<file path="config.mk">
export PLATFORM = sky130hd
export DESIGN_NAME = pipe_result_monitor
export DESIGN_NICKNAME = d
export VERILOG_FILES = /design/src/rtl/pipe_mon_pkg.sv /design/src/rtl/ts_fifo.sv /design/src/rtl/pipe_result_monitor.sv
export SDC_FILE = /design/constraint.sdc
export NUM_CORES = 1
export LEC_CHECK = 0
export ABC_AREA = 1
export CORE_MARGIN = 8
export CORE_UTILIZATION = 50
export CTS_CLUSTER_SIZE = 25
export DETAILED_ROUTE_END_ITERATION = 8
export PLACE_DENSITY = 0.72
export SYNTH_ARGS = -nofsm -noshare
export SYNTH_HDL_FRONTEND = slang
export SYNTH_SLANG_ARGS = --single-unit
</file>
<file path="constraint.sdc">
create_clock -name clk -period 2.06 [get_ports clk]
set_input_delay 0.618 -clock clk [delete_from_list [all_inputs] [get_ports clk]]
set_output_delay 0.618 -clock clk [all_outputs]
set_load 0.02 [all_outputs]
</file>
<file path="src/rtl/pipe_mon_pkg.sv">
// ---------------------------------------------------------------------------
// pipe_mon_pkg
//
// Shared definitions for the pipeline result monitor:
//   - default widths/depths for the timestamp, event FIFO and counters
//   - the two legal lane patterns of the three-level pipeline output
//   - a timestamp typedef at the default width
//   - a helper that tells whether a 3-bit sample has all lanes equal
// ---------------------------------------------------------------------------
package pipe_mon_pkg;

    // Default widths and depth used by the monitor and its FIFO.
    localparam int TS_W_DEF  = 16;
    localparam int DEPTH_DEF = 4;
    localparam int CNT_W_DEF = 8;

    // The only two lane patterns a healthy pipeline can produce.
    localparam logic [2:0] ALL_ONES  = 3'b111;
    localparam logic [2:0] ALL_ZEROS = 3'b000;

    // Timestamp at the default width.
    typedef logic [TS_W_DEF-1:0] ts_t;

    // True when all three final-level bits agree.
    function automatic logic lanes_agree(input logic [2:0] sample);
        return (sample == ALL_ONES) || (sample == ALL_ZEROS);
    endfunction

endpackage : pipe_mon_pkg

</file>
<file path="src/rtl/ts_fifo.sv">
// ---------------------------------------------------------------------------
// ts_fifo
//
// Small synchronous FIFO, DEPTH entries of W bits, with a registered head.
// The head register keeps showing the last value it held once the FIFO
// drains, so a consumer never sees stale storage from an unused slot.
//
// Ports:
//   clk        rising-edge clock
//   rst_n      asynchronous active-low reset (empties the FIFO, head=0)
//   push       write push_data (accepted when not full, or when full and
//              a pop happens in the same cycle)
//   push_data  data to write
//   pop        remove the head entry (ignored when empty)
//   full       occupancy == DEPTH
//   empty      occupancy == 0
//   head       registered oldest entry
// ---------------------------------------------------------------------------
module ts_fifo
    import pipe_mon_pkg::*;
#(
    parameter int W     = TS_W_DEF,
    parameter int DEPTH = DEPTH_DEF
) (
    input  logic         clk,
    input  logic         rst_n,
    input  logic         push,
    input  logic [W-1:0] push_data,
    input  logic         pop,
    output logic         full,
    output logic         empty,
    output logic [W-1:0] head
);

    localparam int AW = $clog2(DEPTH);
    localparam int CW = AW + 1;

    logic [W-1:0]  mem [DEPTH];
    logic [AW-1:0] wr_ptr;
    logic [AW-1:0] rd_ptr;
    logic [AW-1:0] rd_ptr_nxt;
    logic [CW-1:0] count;
    logic          push_ok;
    logic          pop_ok;

    assign full  = (count == CW'(DEPTH));
    assign empty = (count == '0);

    // A pop frees a slot in the same cycle, so a push into a full FIFO is
    // still accepted when it coincides with a pop.
    assign pop_ok     = pop && !empty;
    assign push_ok    = push && (!full || pop_ok);
    assign rd_ptr_nxt = rd_ptr + AW'(1);

    // Storage array; no reset needed because the head register and the
    // occupancy count decide what is visible.
    always_ff @(posedge clk) begin
        if (push_ok) begin
            mem[wr_ptr] <= push_data;
        end
    end

    // Pointers and occupancy. Pointers wrap naturally because DEPTH is a
    // power of two.
    always_ff @(posedge clk or negedge rst_n) begin
        if (!rst_n) begin
            wr_ptr <= '0;
            rd_ptr <= '0;
            count  <= '0;
        end else begin
            if (push_ok) begin
                wr_ptr <= wr_ptr + AW'(1);
            end
            if (pop_ok) begin
                rd_ptr <= rd_ptr_nxt;
            end
            case ({push_ok, pop_ok})
                2'b10:   count <= count + CW'(1);
                2'b01:   count <= count - CW'(1);
                default: count <= count;
            endcase
        end
    end

    // Head register. On a pop the next-oldest entry moves up if one exists;
    // otherwise a simultaneous push becomes the new head. When the FIFO was
    // empty, the pushed value goes straight to the head. If nothing
    // replaces it, the head keeps its previous value.
    always_ff @(posedge clk or negedge rst_n) begin
        if (!rst_n) begin
            head <= '0;
        end else if (pop_ok) begin
            if (count > CW'(1)) begin
                head <= mem[rd_ptr_nxt];
            end else if (push_ok) begin
                head <= push_data;
            end
        end else if (push_ok && empty) begin
            head <= push_data;
        end
    end

endmodule : ts_fifo

</file>
<file path="src/rtl/pipe_result_monitor.sv">
// ---------------------------------------------------------------------------
// pipe_result_monitor
//
// Watches the 3-bit registered output of the three-level flip-flop pipeline.
// A rising "all ones" sample is an event. Each event is timestamped with a
// free-running counter and queued in a small FIFO that the consumer drains
// through a valid/ready handshake. Lane disagreement raises a sticky error.
//
// Ports:
//   clk         rising-edge clock
//   rst_n       asynchronous active-low reset
//   in_data     pipeline result {q3_2,q3_1,q3_0}
//   clr         synchronous clear of counters and sticky flags
//   m_valid     FIFO head holds a timestamp
//   m_ready     consumer accepts the head
//   m_data      timestamp at the FIFO head (holds its value when empty)
//   evt_count   saturating count of detected events
//   drop_count  saturating count of events lost to a full FIFO
//   overflow    sticky, set on any drop
//   lane_err    sticky, set when the registered sample is not 000/111
// ---------------------------------------------------------------------------
module pipe_result_monitor
    import pipe_mon_pkg::*;
#(
    parameter int TS_W  = TS_W_DEF,
    parameter int DEPTH = DEPTH_DEF,
    parameter int CNT_W = CNT_W_DEF
) (
    input  logic             clk,
    input  logic             rst_n,
    input  logic [2:0]       in_data,
    input  logic             clr,
    output logic             m_valid,
    input  logic             m_ready,
    output logic [TS_W-1:0]  m_data,
    output logic [CNT_W-1:0] evt_count,
    output logic [CNT_W-1:0] drop_count,
    output logic             overflow,
    output logic             lane_err
);

    logic [2:0]      r_in;
    logic [2:0]      r_prev;
    logic [TS_W-1:0] ts;
    logic            evt;
    logic            pop;
    logic            fifo_full;
    logic            fifo_empty;
    logic            drop;

    // Input sample, previous sample and the free-running timestamp. The
    // timestamp wraps silently.
    always_ff @(posedge clk or negedge rst_n) begin
        if (!rst_n) begin
            r_in   <= ALL_ZEROS;
            r_prev <= ALL_ZEROS;
            ts     <= '0;
        end else begin
            r_in   <= in_data;
            r_prev <= r_in;
            ts     <= ts + TS_W'(1);
        end
    end

    // Rising all-ones detection: a held 111 only counts once.
    assign evt = (r_in == ALL_ONES) && (r_prev != ALL_ONES);

    assign m_valid = !fifo_empty;
    assign pop     = m_valid && m_ready;

    // An event is lost only when the FIFO is full and no slot frees up in
    // the same cycle.
    assign drop = evt && fifo_full && !pop;

    ts_fifo #(
        .W     (TS_W),
        .DEPTH (DEPTH)
    ) u_fifo (
        .clk       (clk),
        .rst_n     (rst_n),
        .push      (evt),
        .push_data (ts),
        .pop       (pop),
        .full      (fifo_full),
        .empty     (fifo_empty),
        .head      (m_data)
    );

    // Saturating event and drop counters. A clear wins over a concurrent
    // event, though the event itself still goes to the FIFO or is dropped.
    always_ff @(posedge clk or negedge rst_n) begin
        if (!rst_n) begin
            evt_count  <= '0;
            drop_count <= '0;
        end else if (clr) begin
            evt_count  <= '0;
            drop_count <= '0;
        end else begin
            if (evt && (evt_count != '1)) begin
                evt_count <= evt_count + CNT_W'(1);
            end
            if (drop && (drop_count != '1)) begin
                drop_count <= drop_count + CNT_W'(1);
            end
        end
    end

    // Sticky flags, cleared only by clr or reset.
    always_ff @(posedge clk or negedge rst_n) begin
        if (!rst_n) begin
            overflow <= 1'b0;
            lane_err <= 1'b0;
        end else if (clr) begin
            overflow <= 1'b0;
            lane_err <= 1'b0;
        end else begin
            if (drop) begin
                overflow <= 1'b1;
            end
            if (!lanes_agree(r_in)) begin
                lane_err <= 1'b1;
            end
        end
    end

endmodule : pipe_result_monitor

</file>
---- Yosys cells after proc, flatten, opt, wreduce, memory -nomap -nowiden ----
Memories as Yosys holds them, arrays and structs flattened.
Cells that the tools add are included.
word-level totals
  register bits ........................... 63
  bits in writable memories ............... 64
  input bits .............................. 7
  output and inout bits ................... 35
  word-level logic and storage cells ...... 66
  memories kept ........................... 1
memories
  name        depth  width  read ports  clocked after memory_dff  write ports  line           source
  u_fifo.mem  4      16     1           0                         1            ts_fifo.sv:38  logic [W-1:0] mem [DEPTH];
cells by class
  $add $sub $neg .......................... 7
  $lt $le $gt $ge ......................... 1
  equality and inequality tests ........... 9
  multiplexer cells ....................... 15
  reductions and logical operators ........ 22
operators by type and width
  kind                                                                  number
  16-bit two-way mux                                                    4
  8-bit two-way mux                                                     4
  16-bit by 1-bit adder with 16-bit output, second input constant       1
  8-bit by 1-bit adder with 8-bit output, second input constant         2
  8-bit != test, second input constant                                  2
  2-bit nonzero test                                                    5
  1-bit logical AND                                                     9
  3-bit == test, second input constant                                  2
  3-bit zero test                                                       2
  1-bit two-way mux                                                     6
  3-bit one-hot mux with 2 select lines                                 1
  2-bit by 1-bit adder with 2-bit output, second input constant         2
  3-bit by 1-bit adder with 3-bit output, second input constant         1
  3-bit by 1-bit > comparator with 1-bit output, second input constant  1
  1-bit zero test                                                       3
  3-bit by 2-bit != test with 1-bit output, second input constant       1
  3-bit != test, second input constant                                  1
  3-bit by 1-bit subtractor with 3-bit output, second input constant    1
  2-bit by 1-bit == test with 1-bit output, second input constant       1
  2-bit == test, second input constant                                  1
  1-bit logical OR                                                      2
  2-bit != test, second input constant                                  1
  2-bit AND reduction                                                   1

---- Logic depth before layout (Yosys ltp) ----
  depth in word-level cells ............... 9
  depth in mapped cells ................... 10
  mapped depth without buffers ............ 10

---- By module ----
Synthesis repeated with hierarchy kept, for this count alone.
second synthesis, totals
  cells, all modules ...................... 624
  area total of the unflattened synthesis .. 5881.9 µm²
modules (own cells, without submodules)
  module               instances  cells each  area each (µm²)  sequential area each (µm²)
  ts_fifo              1          373         3819.9           2497.4
  pipe_result_monitor  1          251         2062.0           1001.0

---- Worst setup path before layout ----
No wires, ideal clock.
  kind .................................... register -> register
  start point ............................. register u_fifo.count[0]
  end point ............................... memory u_fifo.mem[0][0] in the netlist's numbering (enable)
  setup time .............................. 389 ps
  arrival ................................. 1717 ps
  data required time ...................... 1671 ps
  setup slack ............................. -46 ps
  cell stages (with the launch flop) ...... 6
  path buffers ............................ 0
  clock period less this slack ............ 2106 ps
  cells stage by stage .................... dfrtp_1 inv_1 ha_1 nand3_1 nand2_1 nor2_1
between the ends
  word-level cells in the longest chain between the ends .. 8
  elaborated cells between the ends (all ways) .. 10
  those cells by class .................... eq/ne: 1; mux: 2; reduce/logical: 7
RTL lines
  what                                         line                                      source
  start, declared                              ts_fifo.sv:42                             logic [CW-1:0] count;
  start signal, assigned                       ts_fifo.sv:78                             2'b10: count <= count + CW'(1);
  start signal, assigned                       ts_fifo.sv:79                             2'b01: count <= count - CW'(1);
  start signal, assigned                       ts_fifo.sv:80                             default: count <= count;
  3-bit zero test                              ts_fifo.sv:47                             assign empty = (count == '0);
  1-bit zero test                              ts_fifo.sv:51, pipe_result_monitor.sv:68
  1-bit logical AND                            pipe_result_monitor.sv:69                 assign pop = m_valid && m_ready;
  1-bit logical AND                            ts_fifo.sv:51                             assign pop_ok = pop && !empty;
  1-bit logical OR (*)                         ts_fifo.sv:52                             assign push_ok = push && (!full || pop_ok);
  1-bit logical AND (*)                        ts_fifo.sv:52
  1-bit two-way mux (*)                        ts_fifo.sv:58                             if (push_ok) begin
  1-bit two-way mux (implied by the code) (*)  ts_fifo.sv:59                             mem[wr_ptr] <= push_data;
  end, declared                                ts_fifo.sv:38
Every way passes the cells marked *; elsewhere a longest branch is shown, timed or not.

---- Worst setup path in the final report ----
  start point ............................. register u_fifo.head[2]
  end point ............................... output port m_data[2]
RTL lines
  what                    line                       source
  start, declared         ts_fifo.sv:32              output logic [W-1:0] head
  start signal, assigned  ts_fifo.sv:94              head <= mem[rd_ptr_nxt];
  start signal, assigned  ts_fifo.sv:96              head <= push_data;
  start signal, assigned  ts_fifo.sv:99              head <= push_data;
  end, declared           pipe_result_monitor.sv:35  output logic [TS_W-1:0] m_data,
No word-level cell between the ends.

==> impl.org <==
** Run status
- The flow ran to the end, and the final reports show no timing, DRC or antenna violations.

** Worst setup path
- Category of cells accounting for the largest share of critical-path delay :: buffers and inverters
- Crit path arrival time :: 1.40 ns
- Crit path buf inv count :: 1
- CP peak stage delay :: 0.62 ns
- On the critical path, the stage with the largest delay is an instance of sky130_fd_sc_hd__clkdlybuf4s50_1.
- In this run the critical register-to-register path is launched from u_fifo.count[1].
- Measured in cells, the most critical reg-to-reg path has a length of 9.
- Along the worst path, the maximum fanout reaches 2.
- At the worst endpoint, the required time is 1.44 ns.
- Reg2Reg Capture Point :: drop_count[5]
- Type of destination of the critical path :: primary output
- Traced cell by cell, the critical path runs through clkdlybuf4s50_1.
- STA classifies the critical path startpoint as a flop.
- Setup Crit Path Kind :: reg -> out
- Setup slack of the worst register-to-register path :: 0.42 ns

** Synthesis
- Of all flip-flops after synthesis, the portion carrying an async set or reset was 49.6%.
- The number of nets in the synthesized netlist is 610.
- Cell count after synthesis :: 592
- The number of different library cells used by synthesis comes to 29.
- The synthesized design contains 64 enable-type register cells.
- Post-synth design cell area :: 0.00572 mm²
- Count of state elements after synthesis :: 127
- Primary flip-flop cell chosen by synthesis mapping :: sky130_fd_sc_hd__edfxtp_1
- The Yosys step of the flow raised 0 warnings.
- Part of the Yosys area used for sequential elements :: 61.1%
- Mean Syn Cell Area :: 9.67 µm²

** Floorplanning
- I/O pin cnt :: 42
- Total core area :: 0.0113 mm²
- Starting utilization of the core area :: 50.8%
- Die width :: 123 µm
- The die covers 0.0151 mm².
- After floorplanning, the core was divided into 39 placement rows.
- From bottom edge to top edge, the die measures 123 µm.

** Clocking
- Clock-pin slew was measured on the worst setup and hold paths at 0.06 ns.
- The clock passes through at most 2 buffers.
- For this design, the sink count on the clock tree is 127.
- Clock tree synthesis inserted a total of 17 buffers.
- The H-tree generated during clock tree synthesis spans 4 levels.
- CTS tree :: done
- Library cell used as clock root buffer :: sky130_fd_sc_hd__clkbuf_16
- Latest clock arrival within the worst-skew pair :: 0.41 ns

** Timing
- Unrepaired setup endpoints after global routing :: false
- Tightest Pin Transition :: 0.510 ns
- For the finished layout, the period the worst path requires is 2.02 ns.
- Once routing completed, OpenROAD measured the worst setup slack at 0.0427 ns.
- Worst-case clock skew :: 0.0104 ns
- Period Utilization, post-route :: 97.9%
- Max Clock Freq :: 0.496 GHz
- Hold Violations, Final :: 0
- Slew Viols, Final :: 0
- Total of endpoints with negative setup slack in the final report :: 0
- The worst pin sits at a relative slew slack of 66.0%.

** Detailed routing
- 1st-iter DRT viols :: 357
- Final routed wirelength across all metal layers :: 13,000 µm
- For this run, the detailed router's first-pass iteration total came to 5.
- Vias per cell :: 5.36
- DR vias :: 4,404
- Post-detailed-route wirelength per cell :: 15.8 µm
- For this run, design rule violations remaining after detail routing come to 0.
- The detail route stage leaves a number of antenna-violating nets equal to 0.

** Cells and area
- From synthesis to final layout, the design area changed by 25.4%.
- Once layout is complete, the utilization of the core stands at 63.7%.
- In the final layout, the share of cells above drive strength 1 is 12.2%.
- Inserted Diodes :: 0
- For this run, the post-layout net count is 683.

** Global route
- Remaining global-route overflow :: 0
- Initial antenna violation count :: 0
- Overall fraction of global-route tracks in use :: 18.4%
- Entering global routing, the biggest net connects 61 pins.
- The via count of the first global-routing pass was 4,397.
- The first global-routing pass estimated 21,600 µm of wire.

** Place
- Count of buffers inserted at the top-level ports :: 41
- GPL Wtd Cong :: 0.865
- Prior to clock tree synthesis, the placed netlist has a worst setup slack of -0.0341 ns.
- The HPWL after detailed placement is 8350 µm.

** Power
- Static leakage :: 0.00330 µW
- Dividing total power by cell area gives a power density of 1250 mW/mm².
- Across the VDD grid, the largest voltage drop is 0.656 mV.

** Hold path
- The tightest min-delay check is of the reg -> reg type.
- For hold timing, the worst endpoint is r_prev[2].
- Along the worst hold path, the cell count comes to 0.
- Start point of the worst hold path :: r_in[2]

** Flow run
- Maximum Capacitance Violations :: 0
metal layers:
metal	routed length, µm	track usage, %	vias to the layer above
li1	-	-	2100
met4	255	6.70	0
met5	0	0	-
met3	808	4.75	27
met2	6490	31.0	151
met1	5440	22.3	2126
sequential cells by signal, indices dropped and copies added, names as in the netlist, 2 cells and up:
name           flops
drop_count         8
u_fifo.head       16
u_fifo.rd_ptr      2
r_prev             3
ts                16
u_fifo.wr_ptr      2
u_fifo.mem        64
evt_count          8
u_fifo.count       3
r_in               3
worst max path at each step:
stage	start	end	slack (ns)	cells past startpoint
final	u_fifo.head[2]	m_data[2]	0.04	1
after global routing	u_fifo.head[2]	m_data[2]	0.01	1
after CTS	u_fifo.head[2]	m_data[2]	0.02	1
after detailed placement	m_ready	u_fifo.mem[3][15]	-0.03	6
after global placement	m_ready	u_fifo.mem[3][12]	-0.02	6
after floorplan	u_fifo.count[0]	u_fifo.mem[0][0]	-0.05	5
synthesized netlist by cell type (3+ instances only):
cell / n / area share, %
sky130_fd_sc_hd__edfxtp_1: 64 / 34
sky130_fd_sc_hd__buf_2: 7 / 0.61
sky130_fd_sc_hd__nand3_1: 79 / 6.9
sky130_fd_sc_hd__nand2_2: 5 / 0.55
sky130_fd_sc_hd__inv_2: 6 / 0.39
sky130_fd_sc_hd__inv_1: 34 / 2.2
sky130_fd_sc_hd__nand2_1: 225 / 15
sky130_fd_sc_hd__o21ai_0: 5 / 0.44
sky130_fd_sc_hd__nor2_1: 38 / 2.5
sky130_fd_sc_hd__dfrtp_1: 63 / 28
sky130_fd_sc_hd__xor2_1: 13 / 2.0
sky130_fd_sc_hd__nor2_4: 3 / 0.59
sky130_fd_sc_hd__ha_1: 11 / 2.4
sky130_fd_sc_hd__a21oi_1: 3 / 0.26
sky130_fd_sc_hd__nand4_1: 10 / 1.1
sky130_fd_sc_hd__xnor2_1: 6 / 0.92
cell usage in the layout, fill, tap and decap left out, types with 10 or more instances in the layout:
cell type,Yosys,routed
sky130_fd_sc_hd__clkdlybuf4s50_1,0,24
sky130_fd_sc_hd__nand2_1,225,225
sky130_fd_sc_hd__xor2_1,13,13
sky130_fd_sc_hd__nand3_1,79,79
sky130_fd_sc_hd__buf_4,1,18
sky130_fd_sc_hd__inv_1,34,34
sky130_fd_sc_hd__nand4_1,10,10
sky130_fd_sc_hd__ha_1,11,10
sky130_fd_sc_hd__edfxtp_1,64,64
sky130_fd_sc_hd__dfrtp_1,63,63
sky130_fd_sc_hd__dlygate4sd2_1,0,15
sky130_fd_sc_hd__nor2_1,38,38
sky130_fd_sc_hd__clkbuf_16,0,17
metrics by stage:
step / hold WS (ns) / total power, µW / instances / TNS, ns / cell area (µm²)
finish: 0.420 / 9000 / 821 / 0 / 7180
global route: 0.443 / 9420 / 821 / 0 / 7180
CTS: 0.425 / 9070 / 821 / 0 / 7180
detailed placement: 0.403 / 5430 / 788 / -1.89 / 6470
global placement: 0.399 / 5380 / 788 / -0.390 / 6470
floorplan: 0.322 / 4610 / 592 / -2.91 / 5720
repair_timing:
action	4_1_cts	5_1_grt
gates resized for setup	20	0
setup buffers	0	0
hold buffers	1	0
endpoints found under the hold margin	3	0
setup endpoints to repair	16	0
cells by family after synthesis:
family	count (synthesis)	share of synthesized area (%)
buf+inv	52	3.91
fa+ha+maj	11	2.41
xor+xnor	19	2.91
compound gates	8	0.700
flops	127	61.1
simple gates	375	28.9
report_power, final:
| group | total (µW) | internal [µW] | switching, µW | leakage, µW |
|---|---|---|---|---|
| clock | 3590 | 2510 | 1080 | 0.000339 |
| sequential | 3080 | 2920 | 153 | 0.00144 |
| combinational | 2330 | 887 | 1440 | 0.00152 |
area by class of cell:
type / count / area, µm²
clock buffers: 17 / 425
inverters: 41 / 155
multi-input cells: 413 / 2000
fillers: 855 / 4100
repair buffers: 65 / 627
clock inverters: 15 / 290
well taps: 143 / 179
flip-flops and latches: 127 / 3500
Note: power is estimated with default switching activity, not from simulation.
